File: src/rtl/frame_seq_pkg.sv
// Shared types and phase-window decode for the frame sequencer.
package frame_seq_pkg;

  localparam int unsigned STATE_W = 3;

  typedef enum logic [STATE_W-1:0] {
    IDLE = 3'd0,
    TRST = 3'd1,
    DQ   = 3'd2,
    SR   = 3'd3,
    GAP  = 3'd4
  } state_t;

  // Maps a phase value onto its window; zero-length windows are never returned.
  function automatic state_t phase_state(input int unsigned p,
                                         input int unsigned trst_len,
                                         input int unsigned dq_len,
                                         input int unsigned sr_len);
    if (p < trst_len) return TRST;
    if (p < trst_len + dq_len) return DQ;
    if (p < trst_len + dq_len + sr_len) return SR;
    return GAP;
  endfunction

endpackage

File: src/rtl/frame_seq_fsm_phase_counter.sv
// Mod-PERIOD phase counter with enable and clear; exposes its next value and a combinational wrap flag.
module frame_seq_fsm_phase_counter #(
  parameter  int unsigned PERIOD = 40,
  localparam int unsigned CNT_W  = $clog2(PERIOD)
) (
  input  logic             clk,
  input  logic             rst,
  input  logic             en_i,
  input  logic             clr_i,
  output logic [CNT_W-1:0] count_o,
  output logic [CNT_W-1:0] next_o,
  output logic             wrap_o
);

  logic [CNT_W-1:0] count_q;
  logic [CNT_W-1:0] count_d;

  assign wrap_o  = en_i && (count_q == CNT_W'(PERIOD - 1));
  assign count_o = count_q;
  assign next_o  = count_d;

  always_comb begin
    count_d = count_q;
    if (clr_i) begin
      count_d = '0;
    end else if (en_i) begin
      count_d = wrap_o ? '0 : count_q + CNT_W'(1);
    end
  end

  always_ff @(posedge clk) begin
    if (rst) count_q <= '0;
    else     count_q <= count_d;
  end

endmodule

File: src/rtl/frame_seq_fsm.sv
// Frame sequencer: drives trst/dq/sr windows and a divided test clock over a
// programmable number of frames, with start/stop/done handshake.
module frame_seq_fsm
  import frame_seq_pkg::*;
#(
  parameter  int unsigned PERIOD   = 40,
  parameter  int unsigned TRST_LEN = 2,
  parameter  int unsigned DQ_LEN   = 16,
  parameter  int unsigned SR_LEN   = 16,
  parameter  int unsigned TCLK_DIV = 1,
  parameter  int unsigned FRAME_W  = 8,
  localparam int unsigned CNT_W    = $clog2(PERIOD)
) (
  input  logic               clk,
  input  logic               rst,
  input  logic               i_start,
  input  logic               i_stop,
  input  logic [FRAME_W-1:0] i_num_frames,
  output logic               o_busy,
  output logic               o_done,
  output logic               o_tclk,
  output logic               o_trst,
  output logic               o_dq_en,
  output logic               o_sr_en,
  output logic [STATE_W-1:0] o_state,
  output logic [CNT_W-1:0]   o_phase
);

  if (PERIOD < 4 || TRST_LEN + DQ_LEN + SR_LEN > PERIOD ||
      TCLK_DIV < 1 || TCLK_DIV > CNT_W) begin : g_bad_params
    $fatal(1, "frame_seq_fsm: illegal parameter set");
  end

  state_t             state_q, state_d;
  logic [FRAME_W-1:0] frame_cnt_q, frame_cnt_d;
  logic [FRAME_W-1:0] num_frames_q, num_frames_d;
  logic               stop_pending_q, stop_pending_d;
  logic               busy_q, busy_d;
  logic               done_q, done_d;
  logic               tclk_q, tclk_d;
  logic               trst_q, trst_d;
  logic               dq_q, dq_d;
  logic               sr_q, sr_d;

  logic [CNT_W-1:0]   phase, phase_nxt;
  logic               wrap;
  logic               active;
  logic [FRAME_W-1:0] frame_inc;
  logic               last_frame;

  assign active = (state_q != IDLE);

  frame_seq_fsm_phase_counter #(.PERIOD(PERIOD)) u_phase (
    .clk     (clk),
    .rst     (rst),
    .en_i    (active),
    .clr_i   (!active),
    .count_o (phase),
    .next_o  (phase_nxt),
    .wrap_o  (wrap)
  );

  assign frame_inc  = (frame_cnt_q == '1) ? frame_cnt_q : frame_cnt_q + FRAME_W'(1);
  assign last_frame = stop_pending_q || i_stop ||
                      ((num_frames_q != '0) && (frame_inc == num_frames_q));

  // Next state and registered-output values; outputs are derived from state_d
  // so every window flag changes on the same edge as o_state.
  always_comb begin
    state_d        = state_q;
    frame_cnt_d    = frame_cnt_q;
    num_frames_d   = num_frames_q;
    stop_pending_d = stop_pending_q;
    done_d         = 1'b0;

    if (!active) begin
      if (i_start) begin
        state_d        = phase_state(32'(phase_nxt), TRST_LEN, DQ_LEN, SR_LEN);
        num_frames_d   = i_num_frames;
        frame_cnt_d    = '0;
        stop_pending_d = 1'b0;
      end
    end else begin
      stop_pending_d = stop_pending_q || i_stop;
      if (wrap) frame_cnt_d = frame_inc;
      if (wrap && last_frame) begin
        state_d        = IDLE;
        done_d         = 1'b1;
        stop_pending_d = 1'b0;
      end else begin
        state_d = phase_state(32'(phase_nxt), TRST_LEN, DQ_LEN, SR_LEN);
      end
    end

    busy_d = (state_d != IDLE);
    tclk_d = phase_nxt[TCLK_DIV-1] && busy_d;
    trst_d = (state_d == TRST);
    dq_d   = (state_d == DQ);
    sr_d   = (state_d == SR);
  end

  always_ff @(posedge clk) begin
    if (rst) begin
      state_q        <= IDLE;
      frame_cnt_q    <= '0;
      num_frames_q   <= '0;
      stop_pending_q <= 1'b0;
      busy_q         <= 1'b0;
      done_q         <= 1'b0;
      tclk_q         <= 1'b0;
      trst_q         <= 1'b0;
      dq_q           <= 1'b0;
      sr_q           <= 1'b0;
    end else begin
      state_q        <= state_d;
      frame_cnt_q    <= frame_cnt_d;
      num_frames_q   <= num_frames_d;
      stop_pending_q <= stop_pending_d;
      busy_q         <= busy_d;
      done_q         <= done_d;
      tclk_q         <= tclk_d;
      trst_q         <= trst_d;
      dq_q           <= dq_d;
      sr_q           <= sr_d;
    end
  end

  assign o_busy  = busy_q;
  assign o_done  = done_q;
  assign o_tclk  = tclk_q;
  assign o_trst  = trst_q;
  assign o_dq_en = dq_q;
  assign o_sr_en = sr_q;
  assign o_state = state_q;
  assign o_phase = phase;

endmodule

File: config.mk
export PLATFORM = sky130hd
export DESIGN_NAME = frame_seq_fsm
export DESIGN_NICKNAME = d
export VERILOG_FILES = /design/src/rtl/frame_seq_pkg.sv /design/src/rtl/frame_seq_fsm_phase_counter.sv /design/src/rtl/frame_seq_fsm.sv
export SDC_FILE = /design/constraint.sdc
export NUM_CORES = 1
export LEC_CHECK = 0
export ABC_CLOCK_PERIOD_IN_PS = 6000
export CAP_MARGIN = 20
export CORE_MARGIN = 3
export CORE_UTILIZATION = 40
export DETAILED_ROUTE_END_ITERATION = 6
export PLACE_DENSITY_LB_ADDON = 0.12
export SLEW_MARGIN = 40
export SYNTH_ARGS = -nofsm -noshare
export SYNTH_HDL_FRONTEND = slang
export SYNTH_SLANG_ARGS = --single-unit
File: constraint.sdc
create_clock -name clk -period 6 [get_ports clk]
set_clock_uncertainty 0.1 [all_clocks]
set_input_delay 0.6 -clock clk [delete_from_list [all_inputs] [get_ports clk]]
set_output_delay 0.6 -clock clk [all_outputs]
set_load 0.1 [all_outputs]
==> impl_metrics.csv, run 1 <==
group,metric,value,unit
synthesis,synthMuxAreaShare,0.574,%
flow_run,drv_cap,0,
clocking,postCtsSetupBuffers,0,
power,combPwrFrac,14.9,%
power,p_int,344,uW
synthesis,synth_edf_count,0,
finish,syn2layout_area_growth,16.1,%
setup_path,cp-start-kind,"register",
placed_design,gp_congestion,0.823,
power,clkPwrFrac,37.3,%
clocking,clock_sinks,32,
clocking,clock_tree.buffer_depth,2,
global_route,grt_pass1_vias,1476,
global_route,grt_usage,16.5,%
route,routed_via_density,5.62,
synthesis,ys_types,48,
route,firstDrtPassIters,5,
clocking,cts_root_buf,"clkbuf_8",
placed_design,dp_cells,284,
floorplan,initial_core_util,42.4,%
sta,max_freq,374,MHz
finish,drive_gt1_share,14.5,%
global_route,grt_max_degree,24,
worst_hold_path,hp-start,"num_frames_q[3]",
global_route,grt_overflow,0,
finish,utilization,49.2,%
clocking,cts-resized-gates,0,
setup_path,ff2ff_setup_slack,3.33,ns
setup_path,r2r_cells,8,
synthesis,synth.most_common_cell,"dfxtp_1",
synthesis,yosysTopAreaCellShare,36.7,%
route,drt-total-wl,4010,um
sta,fin_crit_sh,44.5,%
sta,finalSetupViolCount,0,
global_route,antenna_found_initial,0,
sta,grt_setup_unrepaired,"no",
sta,finalCriticalPeriod,2.67,ns
synthesis,synth_top_family_by_area,"simple AND/OR/NAND/NOR gates",
synthesis,synth_xor_area_share,4.02,%
synthesis,syn_avg_cell_area,8.00,sq um
sta,setup_tns,0,ns
floorplan,rows,23,
floorplan,core,0.00412,sq mm
route,first_iter_violations,126,
floorplan,die_h,72.0,um
synthesis,syn_area,0.00174,sq mm
finish,design_area,0.00203,sq mm
finish,num_antenna_cells,0,
synthesis,yosysWarnings,0,
clocking,path_clk_slew,0.06,ns
clocking,cts_tree,"yes",
synthesis,yosys-top-cells-count,"32 x dfxtp_1, 30 x nand2_1, 23 x nor2_1",
synthesis,netlist_instances,218,
route,vias,1635,
power,power_density,234,mW/mm^2
clocking,clk_latency,0.28,ns
synthesis,syn-num-nets,232,
synthesis,synth_fa_ha_area_share,1.43,%
synthesis,synth-compound-area-share,18.7,%
finish,final-instance-count-excl-fill,291,
worst_hold_path,holdPathEnd,"num_frames_q[3]",
sta,fin_ws,3.33,ns
power,pwr-share-seq,47.8,%
synthesis,ys.flop_type,"dfxtp_1",
placed_design,place.port_buffers,26,
setup_path,cp-end-kind,"register",
setup_path,critical_path_class,"reg2reg",
global_route,grt_first_pass_wirelength,6740,um
setup_path,critPathArrivalTime,2.72,ns
power,p_sw,130,uW
synthesis,yosys-top-cells-area,"dfxtp_1 37%, nand2_1 6.5%, a21oi_1 5.2%",
sta,slew_headroom,46.3,%
setup_path,cp.required,6.05,ns
worst_hold_path,worstHoldPathType,"reg2reg",
clocking,postCtsHoldBufs,0,
setup_path,critPathMaxFanout,9,
synthesis,yosysSeqAreaShare,36.7,%
placed_design,placed_area,0.00193,sq mm
synthesis,async_reset_ff_share,0,%
power,p_leak,0.000769,uW
sta,hold_viol_final,0,
sta,drv_slew,0,
placed_design,hpwlAfterDp,2930,um
clocking,ctsHtreeMaxLevel,2,
route,ant_nets,0,
floorplan,io_pins,27,
route,remaining_drc_errors,0,
clocking,cts_buffers,5,
power,switching_share,27.5,%
synthesis,synth_top_cell_by_area,"dfxtp_1",
power,vdd_drop_max,0.000167,V
sta,worst_pin_slew,0.798,ns
setup_path,r2r-start,"frame_cnt_q[0]",
finish,finalNetCount,255,
floorplan,die_area,0.00519,sq mm
route,wl_per_cell,13.8,um
worst_hold_path,hold_depth,2,
floorplan,fp.dieW,72.0,um
synthesis,yosys.area_share.simple,33.6,%
setup_path,r2r_end,"o_trst",
placed_design,dp_slack,3.36,ns
synthesis,synth-seq-cells,32,
status,status,"finished clean",
## registers in the layout (all words and copies together) (netlist names)
name and count:
o_busy 1, o_trst 1, frame_cnt_q 8, stop_pending_q 1, u_phase.count_o 6, num_frames_q 8, o_sr_en 1, o_tclk 1
o_dq_en 1, o_state 3, o_done 1
## power by group through the flow
stage          Sequential (uW)  Clock (uW)  Combinational (uW)
4_1_cts                    227         181                71.5
2_1_floorplan              255           0                28.0
5_1_grt                    228         192                76.2
3_5_place_dp               231           0                71.2
3_3_place_gp               232           0                74.4
6_report                   227         177                70.7
## critical path, stage by stage, from the launching register on
cell and delay [ns]:
dfxtp_1 0.49, ha_1 0.41, nand3_2 0.19, nor2_1 0.33, xnor2_1 0.16, o2111ai_1 0.11, or4_4 0.54, nand2_1 0.14
nor4b_1 0.07
## layer usage
metal,global-route usage [%],share of wire [%],wire [um]
met5,0,0,0
met4,8.14,1.5,59
met3,3.32,4.0,159
met2,25.0,45,1800
met1,22.4,50,1990
## layout make-up
cell class                      count  area (sq um)
Clock buffer                        7          96.3
Fill cell                         413          2090
Inverter                            6          22.5
Multi-Input combinational cell    169          1020
Sequential cell                    32           641
Tap cell                           50          62.6
Timing Repair Buffer               27           188
## kinds of logic after synthesis
kind of cell / after synthesis
AOI/OAI and AO/OA: 49
xor gates and xnor gates: 8
adders and majority gates: 2
buffers and inverters: 17
DFF: 32
muxes: 1
and+or+nand+nor: 109
## worst max path at each step
stage                       start         end  slack (ns)  cells after the start
3_5_place_dp       frame_cnt_q[0]  o_state[0]        3.36                      8
3_3_place_gp       frame_cnt_q[0]      o_trst        3.40                      8
5_1_grt            frame_cnt_q[0]      o_trst        3.14                      8
4_1_cts            frame_cnt_q[0]  o_state[0]        3.34                      8
2_1_floorplan  u_phase.count_o[0]      o_trst        2.93                      8
6_report           frame_cnt_q[0]      o_trst        3.33                      8
## stage by stage
| step | hold WS [ns] | power, uW |
|---|---|---|
| after floorplan | 0.354 | 283 |
| after global placement | 0.391 | 306 |
| after detailed placement | 0.391 | 302 |
| after CTS | 0.401 | 479 |
| after global routing | 0.419 | 495 |
| final | 0.397 | 474 |
## placed cells by master, fill, tap and decap left out, types with 3 or more instances in the layout
| master | netlist | layout |
|---|---|---|
| o22ai_1 | 3 | 3 |
| nand2_1 | 30 | 30 |
| nor2_1 | 23 | 23 |
| clkdlybuf4s50_1 | 0 | 10 |
| inv_1 | 6 | 6 |
| xnor2_1 | 5 | 5 |
| nor2b_1 | 6 | 6 |
| clkbuf_8 | 0 | 7 |
| dfxtp_1 | 32 | 32 |
| buf_2 | 4 | 16 |
| nand4_1 | 3 | 3 |
| or3_1 | 3 | 3 |
| nor3_1 | 11 | 11 |
| and4_1 | 3 | 3 |
| xor2_1 | 3 | 3 |
| a21oi_1 | 18 | 18 |
| a31oi_1 | 3 | 3 |
| o21ai_0 | 6 | 6 |
| nand3_1 | 9 | 9 |
| nand2b_1 | 5 | 5 |
No activity file was read; power rests on OpenSTA's default activity.
==> inputs of run 2 (changes only) <==
--- a/config.mk
+++ b/config.mk
@@ -5,7 +5,7 @@
 export SDC_FILE = /design/constraint.sdc
 export NUM_CORES = 1
 export LEC_CHECK = 0
-export ABC_CLOCK_PERIOD_IN_PS = 6000
+export ABC_CLOCK_PERIOD_IN_PS = 2800
 export CAP_MARGIN = 20
 export CORE_MARGIN = 3
 export CORE_UTILIZATION = 40
==> constraint.sdc (replaced) <==
create_clock -name clk -period 2.8 [get_ports clk]
set_clock_uncertainty 0.1 [all_clocks]
set_input_delay 0.28 -clock clk [delete_from_list [all_inputs] [get_ports clk]]
set_output_delay 0.28 -clock clk [all_outputs]
set_load 0.1 [all_outputs]
==> run 2 against run 1 <==
- sequential share of layout area shrank 1.2 points
- largest cell class unchanged
- register-to-register slack lost 3.1 ns
- highest routed layer unchanged
- maximum frequency grew 4.3%
- global-route usage grew 0.59 points
- count of clock-buffer cells in the layout shrank 2
- critical path depth is the same
- critical path type unchanged
- flip-flop and latch count is the same
- wire length grew 2.0%
- total power grew 130%
- cell count grew 1.7%
- largest power group unchanged
==> impl_metrics.csv, run 2 (synthesis results as in run 1) <==
group,metric,value,unit
flow_run,drv_cap,0,
route,firstDrtPassIters,4,
global_route,grt_first_pass_wirelength,7080,um
finish,syn2layout_area_growth,21.4,%
power,power,1080,uW
sta,setup_tns,0,ns
sta,hold_viol_final,0,
clocking,cts_tree,"yes",
sta,worst_pin_slew,0.532,ns
clocking,path_clk_slew,0.07,ns
placed_design,dp_slack,0.270,ns
sta,drv_slew,0,
global_route,grt_max_degree,16,
sta,max_freq,390,MHz
route,routed-wl-met2,1910,um
setup_path,critPathArrivalTime,2.62,ns
clocking,ctsHtreeMaxLevel,2,
global_route,grt_pass1_vias,1500,
power,vdd_drop_max,0.000367,V
status,status,"finished clean",
setup_path,r2r_cells,8,
power,p_leak,0.000795,uW
power,power_density,511,mW/mm^2
worst_hold_path,worstHoldPathType,"reg2reg",
route,routed_via_density,5.53,
floorplan,initial_core_util,42.4,%
placed_design,placed_area,0.00201,sq mm
finish,fillers,402,
setup_path,cp-startpoint,"frame_cnt_q[1]",
sta,fin_crit_sh,91.5,%
global_route,antenna_found_initial,0,
route,wl_per_cell,13.8,um
clocking,postCtsHoldBufs,0,
setup_path,critPathMaxFanout,9,
setup_path,r2r_end,"o_state[0]",
finish,design_area,0.00212,sq mm
placed_design,hpwlAfterDp,3030,um
setup_path,critical_path.endpoint,"o_state[0]",
finish,num_antenna_cells,0,
sta,finalSetupViolCount,0,
clocking,clock_sinks,32,
sta,grt_setup_unrepaired,"no",
global_route,grt_overflow,0,
floorplan,die_h,72.0,um
route,wl_met3,237,um
worst_hold_path,hp-start,"u_phase.count_o[0]",
route,ant_nets,0,
floorplan,io_pins,27,
floorplan,die_area,0.00519,sq mm
floorplan,core,0.00412,sq mm
setup_path,cp-start-kind,"register",
setup_path,cp-end-kind,"register",
clocking,cts_buffers,5,
clocking,clk_latency,0.29,ns
route,maxUsedRoutingLayer,"met4",
floorplan,fp.dieW,72.0,um
placed_design,gp_congestion,0.876,
route,first_iter_violations,164,
clocking,cts_root_buf,"clkbuf_8",
route,met1Wirelength,1910,um
finish,final_cell_mix,"30 x nand2_1, 29 x dfxtp_1, 23 x nor2_1",
route,vias,1636,
route,remaining_drc_errors,0,
setup_path,cp.required,2.86,ns
floorplan,rows,23,
clocking,clock_tree.buffer_depth,2,
setup_path,ff2ff_setup_slack,0.24,ns
finish,drive_gt1_share,17.1,%
finish,final_common_cell,"nand2_1",
finish,finalNetCount,259,
clocking,postCtsSetupBuffers,0,
sta,finalCriticalPeriod,2.56,ns
sta,fin_ws,0.239,ns
placed_design,place.port_buffers,26,
global_route,grt_usage,17.1,%
sta,slew_headroom,64.4,%
clocking,cts-resized-gates,0,
setup_path,critical_path_class,"reg2reg",
setup_path,r2r-start,"frame_cnt_q[1]",
route,drt-total-wl,4090,um
[run 2: where the power goes]
part	internal, uW	leakage (uW)	switching (uW)
logic	53.3	0.000479	104
clock network	263	0.0000541	176
registers	471	0.000262	15.3
[run 2: worst min path at each step]
stage | to | depth (start not counted)
after global placement | u_phase.count_o[0] | 1
after global routing | u_phase.count_o[0] | 1
final | o_tclk | 1
after CTS | o_tclk | 1
after detailed placement | o_tclk | 1
after floorplan | stop_pending_q | 2
[run 2: critical path: stages (launching register included)]
cell	delay, ns
dfxtp_1	0.41
ha_1	0.39
nand3_2	0.19
nor2_1	0.32
xnor2_1	0.16
o2111ai_1	0.12
or4_4	0.54
nand2_1	0.14
nor3_1	0.06
[run 2: layout make-up]
cell class	instances	area (sq um)	share of cell area [%]
clock buffer	5	68.8	3.25
multi-input combinational	169	1020	48.0
tap	50	62.6	2.96
sequential	32	644	30.4
clock inverter	3	42.5	2.01
timing repair buffer	31	260	12.3
inverter	6	22.5	1.06
[run 2: routing by layer]
layer,global-route usage [%],up-vias
met5,0,-
met3,5.54,4
met2,26.2,39
li1,-,842
met4,4.18,0
met1,23.3,751
[run 2: metrics by stage]
step,utilization (%),instances,hold WS (ns)
5_1_grt,51.4,296,0.404
3_5_place_dp,48.7,288,0.367
2_1_floorplan,-,218,0.313
3_3_place_gp,48.7,288,0.362
6_report,51.4,296,0.382
4_1_cts,51.4,296,0.385
